--- src/rtl/if_fetch_stage_pkg.sv ---
`default_nettype none
// ============================================================================
// Module   : if_fetch_stage_pkg
// Purpose  : Shared types and constants for the instruction-fetch stage:
//            stall vector type, stall encodings, bus widths, reset PC and
//            fetch-redirect state encodings.
// Ports    : none (package)
// Revision : 1.0 - initial release
// ============================================================================
package if_fetch_stage_pkg;

    localparam int STALL_WD    = 6;
    localparam int BR_WD       = 33;
    localparam int IF_TO_ID_WD = 34;

    typedef logic [STALL_WD-1:0] StallBus;

    localparam logic Stop   = 1'b1;
    localparam logic NoStop = 1'b0;

    localparam logic [31:0] RESET_PC_DEFAULT     = 32'hBFC0_0000;
    localparam logic [31:0] FETCH_STRIDE_DEFAULT = 32'd8;

    // Redirect-tracking state encodings
    typedef logic [1:0] fetch_state_t;
    localparam fetch_state_t S_BOOT = 2'd0;
    localparam fetch_state_t S_RUN  = 2'd1;
    localparam fetch_state_t S_HOLD = 2'd2;

endpackage
`default_nettype wire

--- src/rtl/if_fetch_stage_if.sv ---
`default_nettype none
// ============================================================================
// Module   : if_fetch_stage_if
// Purpose  : Bundles the fetch stage's control inputs (stall, flush, branch)
//            and its outputs (IF->ID bus, inst_sram request, address error).
// Modports : master - the fetch stage (drives sram request and IF->ID bus)
//            slave  - the surrounding pipeline / memory side
// Revision : 1.0 - initial release
// ============================================================================
interface if_fetch_stage_if;
    import if_fetch_stage_pkg::*;

    StallBus                stall;
    logic                   flush;
    logic [31:0]            new_pc;
    logic [BR_WD-1:0]       br_bus;
    logic [IF_TO_ID_WD-1:0] if_to_id_bus;
    logic                   inst_sram_en;
    logic [3:0]             inst_sram_wen;
    logic [31:0]            inst_sram_addr;
    logic [31:0]            inst_sram_wdata;
    logic                   fetch_adel;

    modport master (
        input  stall, flush, new_pc, br_bus,
        output if_to_id_bus, inst_sram_en, inst_sram_wen,
               inst_sram_addr, inst_sram_wdata, fetch_adel
    );

    modport slave (
        output stall, flush, new_pc, br_bus,
        input  if_to_id_bus, inst_sram_en, inst_sram_wen,
               inst_sram_addr, inst_sram_wdata, fetch_adel
    );

endinterface
`default_nettype wire

--- src/rtl/if_fetch_stage_pc_redirect_unit.sv ---
`default_nettype none
// ============================================================================
// Module   : pc_redirect_unit
// Purpose  : Next-PC priority mux (flush > branch > pending > sequential)
//            and the pending-redirect tracker that defers a redirect seen
//            while the PC is stalled.
// Ports    : clk, rst          - clock, async active-high reset
//            stop              - PC stall request
//            flush, new_pc     - exception redirect
//            br_e, br_addr     - taken branch redirect
//            pc_reg            - current PC
//            next_pc           - PC to load on pc_load
//            pc_load           - load next_pc into the PC (and enable fetch)
//            hold              - a deferred redirect is pending
// Revision : 1.0 - initial release
// ============================================================================
module pc_redirect_unit
    import if_fetch_stage_pkg::*;
#(
    parameter logic [31:0] RESET_PC     = RESET_PC_DEFAULT,
    parameter logic [31:0] FETCH_STRIDE = FETCH_STRIDE_DEFAULT
) (
    input  wire logic        clk,
    input  wire logic        rst,
    input  wire logic        stop,
    input  wire logic        flush,
    input  wire logic [31:0] new_pc,
    input  wire logic        br_e,
    input  wire logic [31:0] br_addr,
    input  wire logic [31:0] pc_reg,
    output logic      [31:0] next_pc,
    output logic             pc_load,
    output logic             hold
);

    fetch_state_t r_state;
    fetch_state_t w_state_nx;
    logic [31:0]  r_pend_pc;
    logic [31:0]  w_pend_nx;
    logic         w_redirect;
    logic [31:0]  w_target;

    always_ff @(posedge clk or posedge rst) begin
        if (rst) begin
            r_state   <= S_BOOT;
            r_pend_pc <= 32'd0;
        end else begin
            r_state   <= w_state_nx;
            r_pend_pc <= w_pend_nx;
        end
    end

    always_comb begin
        w_redirect = flush | br_e;
        w_target   = flush ? new_pc : br_addr;
        w_state_nx = r_state;
        w_pend_nx  = r_pend_pc;
        pc_load    = 1'b0;
        next_pc    = pc_reg + FETCH_STRIDE;

        case (r_state)
            S_BOOT: begin
                // No valid fetch yet, so a branch cannot apply; only flush
                // can override the boot address.
                next_pc = flush ? new_pc : RESET_PC;
                if (!stop) begin
                    pc_load    = 1'b1;
                    w_state_nx = S_RUN;
                end else if (flush) begin
                    w_pend_nx  = new_pc;
                    w_state_nx = S_HOLD;
                end
            end
            S_HOLD: begin
                // A fresh redirect supersedes the one already pending.
                next_pc = w_redirect ? w_target : r_pend_pc;
                if (!stop) begin
                    pc_load    = 1'b1;
                    w_state_nx = S_RUN;
                end else if (w_redirect) begin
                    w_pend_nx  = w_target;
                end
            end
            default: begin
                next_pc = w_redirect ? w_target : (pc_reg + FETCH_STRIDE);
                if (!stop) begin
                    pc_load    = 1'b1;
                end else if (w_redirect) begin
                    w_pend_nx  = w_target;
                    w_state_nx = S_HOLD;
                end
            end
        endcase

        hold = (r_state == S_HOLD);
    end

endmodule
`default_nettype wire

--- src/rtl/if_fetch_stage.sv ---
`default_nettype none
// ============================================================================
// Module   : if_fetch_stage
// Purpose  : Instruction-fetch stage of the dual-issue pipeline. Owns the PC,
//            issues one 64-bit fetch (PC, PC+4) per cycle to inst_sram and
//            tags it {discard, ce, pc} for the ID stage.
// Ports    : clk     - clock
//            rst     - asynchronous active-high reset
//            bus_if  - if_fetch_stage_if.master: stall, flush/new_pc,
//                      br_bus in; if_to_id_bus, inst_sram_*, fetch_adel out
// Revision : 1.0 - initial release
// ============================================================================
module if_fetch_stage
    import if_fetch_stage_pkg::*;
#(
    parameter logic [31:0] RESET_PC     = RESET_PC_DEFAULT,
    parameter logic [31:0] FETCH_STRIDE = FETCH_STRIDE_DEFAULT
) (
    input  wire logic         clk,
    input  wire logic         rst,
    if_fetch_stage_if.master  bus_if
);

    logic [31:0] r_pc;
    logic        r_ce;
    logic        w_stop;
    logic        w_br_e;
    logic [31:0] w_br_addr;
    logic [31:0] w_next_pc;
    logic        w_pc_load;
    logic        w_hold;
    logic        w_discard;
    logic        w_unused_stall;

    assign w_stop         = (bus_if.stall[0] == Stop);
    assign w_br_e         = bus_if.br_bus[BR_WD-1];
    assign w_br_addr      = bus_if.br_bus[31:0];
    // Only stall[0] concerns this stage; the rest belongs to later stages.
    assign w_unused_stall = &{1'b0, bus_if.stall[STALL_WD-1:1]};

    pc_redirect_unit #(
        .RESET_PC     (RESET_PC),
        .FETCH_STRIDE (FETCH_STRIDE)
    ) u_redirect (
        .clk     (clk),
        .rst     (rst),
        .stop    (w_stop),
        .flush   (bus_if.flush),
        .new_pc  (bus_if.new_pc),
        .br_e    (w_br_e),
        .br_addr (w_br_addr),
        .pc_reg  (r_pc),
        .next_pc (w_next_pc),
        .pc_load (w_pc_load),
        .hold    (w_hold)
    );

    always_ff @(posedge clk or posedge rst) begin
        if (rst) begin
            r_pc <= 32'd0;
            r_ce <= 1'b0;
        end else if (w_pc_load) begin
            r_pc <= w_next_pc;
            r_ce <= 1'b1;
        end
    end

    // Combinational so the fetch ID captures on a redirect edge (or while a
    // redirect is pending) is already marked stale.
    assign w_discard = r_ce & (bus_if.flush | w_br_e | w_hold);

    assign bus_if.if_to_id_bus    = {w_discard, r_ce, r_pc};
    assign bus_if.inst_sram_en    = r_ce;
    assign bus_if.inst_sram_wen   = 4'b0000;
    assign bus_if.inst_sram_addr  = r_pc;
    assign bus_if.inst_sram_wdata = 32'd0;
    assign bus_if.fetch_adel      = r_ce & (r_pc[1:0] != 2'b00);

endmodule
`default_nettype wire

--- src/flat_wrapper.sv ---
// flat-port wrapper written by rule: the top's interface ports become plain ports
module if_fetch_stage_flat import if_fetch_stage_pkg::*;
#(
    parameter logic [31:0] RESET_PC     = RESET_PC_DEFAULT,
    parameter logic [31:0] FETCH_STRIDE = FETCH_STRIDE_DEFAULT
)
  (clk, rst, bus_if_stall, bus_if_flush, bus_if_new_pc, bus_if_br_bus, bus_if_if_to_id_bus, bus_if_inst_sram_en, bus_if_inst_sram_wen, bus_if_inst_sram_addr, bus_if_inst_sram_wdata, bus_if_fetch_adel);
  if_fetch_stage_if bus_if_i ();
  input  wire logic clk;
  input  wire logic rst;
  input wire logic [$bits(bus_if_i.stall)-1:0] bus_if_stall;
  input wire logic [$bits(bus_if_i.flush)-1:0] bus_if_flush;
  input wire logic [$bits(bus_if_i.new_pc)-1:0] bus_if_new_pc;
  input wire logic [$bits(bus_if_i.br_bus)-1:0] bus_if_br_bus;
  output wire logic [$bits(bus_if_i.if_to_id_bus)-1:0] bus_if_if_to_id_bus;
  output wire logic [$bits(bus_if_i.inst_sram_en)-1:0] bus_if_inst_sram_en;
  output wire logic [$bits(bus_if_i.inst_sram_wen)-1:0] bus_if_inst_sram_wen;
  output wire logic [$bits(bus_if_i.inst_sram_addr)-1:0] bus_if_inst_sram_addr;
  output wire logic [$bits(bus_if_i.inst_sram_wdata)-1:0] bus_if_inst_sram_wdata;
  output wire logic [$bits(bus_if_i.fetch_adel)-1:0] bus_if_fetch_adel;
  assign bus_if_i.stall = bus_if_stall;
  assign bus_if_i.flush = bus_if_flush;
  assign bus_if_i.new_pc = bus_if_new_pc;
  assign bus_if_i.br_bus = bus_if_br_bus;
  assign bus_if_if_to_id_bus = bus_if_i.if_to_id_bus;
  assign bus_if_inst_sram_en = bus_if_i.inst_sram_en;
  assign bus_if_inst_sram_wen = bus_if_i.inst_sram_wen;
  assign bus_if_inst_sram_addr = bus_if_i.inst_sram_addr;
  assign bus_if_inst_sram_wdata = bus_if_i.inst_sram_wdata;
  assign bus_if_fetch_adel = bus_if_i.fetch_adel;
  if_fetch_stage #(.RESET_PC(RESET_PC), .FETCH_STRIDE(FETCH_STRIDE)) u_core (.clk(clk), .rst(rst), .bus_if(bus_if_i));
endmodule
--- config.mk ---
export PLATFORM = sky130hd
export DESIGN_NAME = if_fetch_stage_flat
export DESIGN_NICKNAME = d
export VERILOG_FILES = /design/src/rtl/if_fetch_stage_pkg.sv /design/src/rtl/if_fetch_stage_if.sv /design/src/rtl/if_fetch_stage_pc_redirect_unit.sv /design/src/rtl/if_fetch_stage.sv /design/src/flat_wrapper.sv
export SDC_FILE = /design/constraint.sdc
export NUM_CORES = 1
export LEC_CHECK = 0
export CAP_MARGIN = 10
export CORE_ASPECT_RATIO = 1.5
export CORE_UTILIZATION = 47
export CTS_CLUSTER_SIZE = 28
export DETAILED_ROUTE_END_ITERATION = 12
export PLACE_DENSITY_LB_ADDON = 0.15
export REMOVE_ABC_BUFFERS = 1
export SYNTH_ARGS = -nofsm -noshare
export SYNTH_HDL_FRONTEND = slang
export SYNTH_HIERARCHICAL = 1
export SYNTH_SLANG_ARGS = --single-unit
--- constraint.sdc ---
create_clock -name clk -period 2.6 [get_ports clk]
set_input_delay 0.39 -clock clk [delete_from_list [all_inputs] [get_ports clk]]
set_output_delay 0.39 -clock clk [all_outputs]
set_load 0.01 [all_outputs]
**Yosys cells after proc, flatten, opt, wreduce, memory -nomap -nowiden**

Index checks and enable logic that the tools add are counted.

- Register bits: 67
- Bits in latches: 0
- RAM bits: 0
- ROM bits: 0
- Memories: 0

- Add/subtract/negate cells: 1
- Multiply operators: 0
- Divide/modulo/power cells: 0
- Magnitude comparators: 0
- Equal/unequal tests: 4
- Shift-type cells: 0
- Multiplexer cells: 15
- Bitwise gates (word level): 4
- Reduce and logical (&&, ||, !) cells: 6

Operator list:

| operator | number |
|---|---|
| $mux W32 | 8 |
| $pmux W32 S2 | 1 |
| $add A32 B4 Y32 const B | 1 |
| $mux W2 | 5 |
| $reduce_bool A3 Y1 | 2 |
| $ne A2 B2 Y1 const B | 2 |
| $pmux W2 S2 | 1 |
| $reduce_and A4 Y1 | 1 |
| $ne A3 B3 Y1 const B | 1 |
| $and A1 B1 Y1 | 2 |
| $eq A2 B2 Y1 const B | 1 |
| $logic_not A2 Y1 | 1 |
| $or A1 B1 Y1 | 2 |
| $reduce_and A2 Y1 | 1 |
| $reduce_bool A2 Y1 | 1 |

**Longest topological paths before layout**

- Depth after elaboration: 4
- Gate-level depth with buffers: 9
- Gate-level depth less buffers: 7

**Hierarchy**

The synthesis kept the hierarchy.

Modules (own cells, without submodules):

| module | instances | cells each | area an instance (um^2) | sequential area each (um^2) |
|---|---|---|---|---|
| pc_redirect_unit | 1 | 454 | 3372.0 | 850.8 |
| if_fetch_stage | 1 | 144 | 1921.8 | 825.8 |

**Worst setup path before layout**

No wires, ideal clock.

- Kind: flip-flop to flip-flop
- From: register u_core.r_pc[3] (netlist: u_core/bus_if.inst_sram_addr[3])
- To: register u_core.r_pc[17] (netlist: u_core/bus_if.inst_sram_addr[17])
- Arrival: 1.795 ns
- Slack: 0.680 ns
- Stages on the path, launching flop included: 8
- Cell sequence: dfrtp_1 ha_1 nand4_1 nor3_1 nand3_1 xor2_1 o221ai_1 mux2_4

- Longest elaborated chain between the ends: 3

RTL lines:

| element | RTL line | source |
|---|---|---|
| start: declaration | if_fetch_stage.sv:24 | `logic [31:0] r_pc;` |
| start signal: assignment | if_fetch_stage.sv:63 | `r_pc <= w_next_pc;` |
| $add A32 B4 Y32 | if_fetch_stage_pc_redirect_unit.sv:85 | `next_pc = w_redirect ? w_target : (pc_reg + FETCH_STRIDE);` |
| $mux W32 | if_fetch_stage_pc_redirect_unit.sv:85 |  |
| $pmux W32 S2 | if_fetch_stage_pc_redirect_unit.sv:61 | `case (r_state)` |
| named net u_core.w_next_pc[17] | if_fetch_stage.sv:29 | `logic [31:0] w_next_pc;` |

The timed path passes the listed nets, and every way through them passes these cells.
A chain may end at the register's enable or synchronous reset.

**Worst setup path after layout**

- From: register u_core.u_redirect.r_state[0]
- To: output bus_if_if_to_id_bus[33]

- Longest elaborated chain between the ends: 3

RTL lines:

| element | RTL line | source |
|---|---|---|
| start: declaration | if_fetch_stage_pc_redirect_unit.sv:36 | `fetch_state_t r_state;` |
| start signal: assignment | if_fetch_stage_pc_redirect_unit.sv:48 | `r_state <= w_state_nx;` |
| $eq A2 B2 Y1 | if_fetch_stage_pc_redirect_unit.sv:95 | `hold = (r_state == S_HOLD);` |
| named net u_core.w_hold | if_fetch_stage.sv:31 | `logic w_hold;` |
| $or A1 B1 Y1 | if_fetch_stage.sv:70 | `assign w_discard = r_ce & (bus_if.flush \| w_br_e \| w_hold);` |
| $and A1 B1 Y1 | if_fetch_stage.sv:70 |  |
| end: declaration | flat_wrapper.sv:15 | `output wire logic [$bits(bus_if_i.if_to_id_bus)-1:0] bus_if_if_to_id_bus;` |

The timed path passes the listed nets, and every way through them passes these cells.

==> run summary <==
#FFs+latches synth: 67
Sw frac: 0.327
Maximum clock insertion buffer count: 2
Int Power: 2.69 mW
Reg power frac: 0.357
Final ANT Viol Nets: 0
CTS H-tree depth: 3
WP data required: 2.21 ns
Min-delay worst type: in -> async
Least-Margin Pin Slew: 0.746 ns
Most common cell after layout, fill and taps aside: clkdlybuf4s50_1
Register area: 0.00168 mm2
PortBufs: 136
Gates resized, CTS repair: 0
Min Tclk post-route: 2.47 ns
Clock share of power: 0.299
CTS Hold Bufs: 0
R2R depth: 7
Setup Skew: 0.00759 ns
Power Dens Cells: 593 mW/mm2
Grt total ovfl: 0
I/O pins: 178
Largest net degree at the start of global routing: 37
Ys async rst share: 1.00
Vias in the first global route: 4905
Most frequent cells in the layout: clkdlybuf4s50_1 (134), dfrtp_1 (67), nand2_1 (66), o21ai_0 (45), conb_1 (36)
Worst-path fanout max: 11
Sink Count: 67
Logic gate share of total power: 0.344
Final setup fails: 0
Skew-Pair Late Insertion Delay: 0.33 ns
FMAX: 0.405 GHz
Pwr Total: 3.99 mW
Synthesized instance count: 598
Area of the multi-input gates: 0.00292 mm2
1st-pass router iterations: 5
Layout area overhead: 27.0%
Slew headroom: 0.499
# nets final: 777
RSZ-0062 raised after global routing: false
Vias: 4995
Worst VDD drop: 0.000327 V
Syn avg cell area: 8.85 um2
All-Layer GR Usage: 0.278
Filler cells: 986
Site Rows: 47
Final RePlAce weighted congestion: 0.872
TritonCTS clock tree: yes
Chip width: 88.7 um
Synthesis Warnings: 6
Core outline area: 0.0110 mm2
CTS root buf: clkbuf_16
# Post-CTS Setup Buffers: 0
Routed wire length: 15900 um
Main synth FF type: dfrtp_1
# DRC: 0
Clock Pin Slew Worst Setup and Hold Paths: 0.06 ns
Avg WL per Cell: 18.6 um
Max-slew violations: 0
Crit end category: output pin
Seq/Total Area, Yosys: 0.317
Setup CP Type: reg -> out
Switching power: 1.30 mW
Number of max-cap violations: 0
Share of layout cells above drive strength 1: 0.137
Initial antenna violation count: 0
Hpwl dp: 11300 um
Crit path launch type: register
Hold Vio Cnt, Final: 0
Fin Hold WS: 0.508 ns
Iter 0 DRT Violations: 336
Outcome: complete, no violations
First-pass GRT wire length: 24900 um
Setup TNS: 0 ns
N_diodes: 0
Crit share post-route: 0.950
Vias per std cell: 5.85
Synth Cell Area: 0.00529 mm2
Cts bufs inserted: 9
Critical Path AT: 2.08 ns
Die area: 0.0117 mm2
Die height: 132 um
Static leakage: 2.81 nW
Starting density of the core: 0.481
Cell variety after synth: 61
Number of flops mapped to enable cells by yosys: 0
-- worst max-delay path, stage by stage (launching register included) --
cell and delay, ns:
dfrtp_1 0.59, inv_1 0.11, nand2_1 0.11, inv_1 0.18
o31a_1 0.28, clkdlybuf4s50_1 0.48
-- final cells by class --
cell class	count	share of cell area
multi-input combinational	443	0.434
sequential	67	0.249
timing repair buffer	165	0.237
clock buffer	13	0.0402
tap	147	0.0274
inverter	16	0.00893
clock inverter	3	0.00316
-- routing by layer --
layer | part of all wire | global-route usage | vias up
met5 | 0 | 0 | -
met4 | 0.033 | 0.139 | 0
met3 | 0.070 | 0.0326 | 42
met2 | 0.52 | 0.470 | 252
met1 | 0.38 | 0.340 | 2423
li1 | - | - | 2278
-- cell usage after synthesis (8+ instances only) --
| master | instances | area, um2 |
|---|---|---|
| xor2_1 | 17 | 149 |
| nor2_1 | 35 | 131 |
| buf_4 | 70 | 526 |
| nand2_1 | 66 | 248 |
| a21boi_0 | 8 | 60.1 |
| xnor2_1 | 8 | 70.1 |
| mux2_4 | 29 | 435 |
| o221ai_1 | 9 | 78.8 |
| nand4_1 | 8 | 50.1 |
| dfrtp_1 | 67 | 1680 |
| o21ai_0 | 45 | 225 |
| buf_2 | 10 | 50.1 |
| mux2_2 | 8 | 90.1 |
| clkbuf_1 | 17 | 63.8 |
| a221oi_1 | 10 | 87.6 |
| a21oi_1 | 34 | 170 |
| inv_1 | 16 | 60.1 |
| o22ai_1 | 20 | 125 |
| nand3_1 | 19 | 95.1 |
-- power groups by stage --
stage	sequential [mW]	combinational [mW]	clock [mW]
6_report	1.42	1.37	1.19
4_1_cts	1.42	1.37	1.21
2_1_floorplan	1.48	0.581	0
3_3_place_gp	1.43	1.34	0
5_1_grt	1.45	1.48	1.26
3_5_place_dp	1.44	1.36	0
-- metrics by stage --
stage | cell area [um2] | setup slack, ns | instances | utilization
final | 6720 | 0.129 | 854 | 0.611
after global routing | 6720 | 0.0570 | 854 | 0.611
after CTS | 6720 | 0.144 | 854 | 0.611
after detailed placement | 6430 | 0.381 | 838 | 0.585
after global placement | 6430 | 0.426 | 838 | 0.585
after floorplan | 4650 | 0.0541 | 526 | -
-- sequential cells by signal, summed over array words and instances (netlist names) --
name,flops
u_core/bus_if.inst_sram_addr,32
u_core/bus_if.inst_sram_en,1
u_core/u_redirect/r_pend_pc,32
u_core/u_redirect/r_state,2
-- cell families after synthesis --
| kind of cell | count (synthesis) | share of synthesized area |
|---|---|---|
| AOI/OAI and AO/OA | 183 | 0.227 |
| xor gates and xnor gates | 25 | 0.0414 |
| adders and majority gates | 1 | 0.00236 |
| buffers and inverters | 123 | 0.157 |
| DFF | 67 | 0.317 |
| muxes | 44 | 0.113 |
| other | 1 | 0.000708 |
| and+or+nand+nor | 154 | 0.143 |
-- final timing paths --
| path | startpoint | end | slack [ns] |
|---|---|---|---|
| worst max-delay path | u_core/u_redirect/r_state[0]$_DFFE_PP0P_ | bus_if_if_to_id_bus[33] | 0.13 |
| worst min-delay path | rst | u_core/bus_if.inst_sram_addr[2]$_DFFE_PP0P_ | 0.51 |
| worst max register to register | u_core/bus_if.inst_sram_addr[4]$_DFFE_PP0P_ | u_core/bus_if.inst_sram_addr[23]$_DFFE_PP0P_ | 0.31 |
| worst min register to register | u_core/u_redirect/r_pend_pc[16]$_DFFE_PP0P_ | u_core/u_redirect/r_pend_pc[16]$_DFFE_PP0P_ | 0.51 |
| max in group asynchronous | rst | u_core/u_redirect/r_pend_pc[4]$_DFFE_PP0P_ | 1.73 |
| min in group clk | u_core/u_redirect/r_pend_pc[16]$_DFFE_PP0P_ | u_core/u_redirect/r_pend_pc[16]$_DFFE_PP0P_ | 0.51 |
Note: power is estimated with default switching activity, not from simulation.
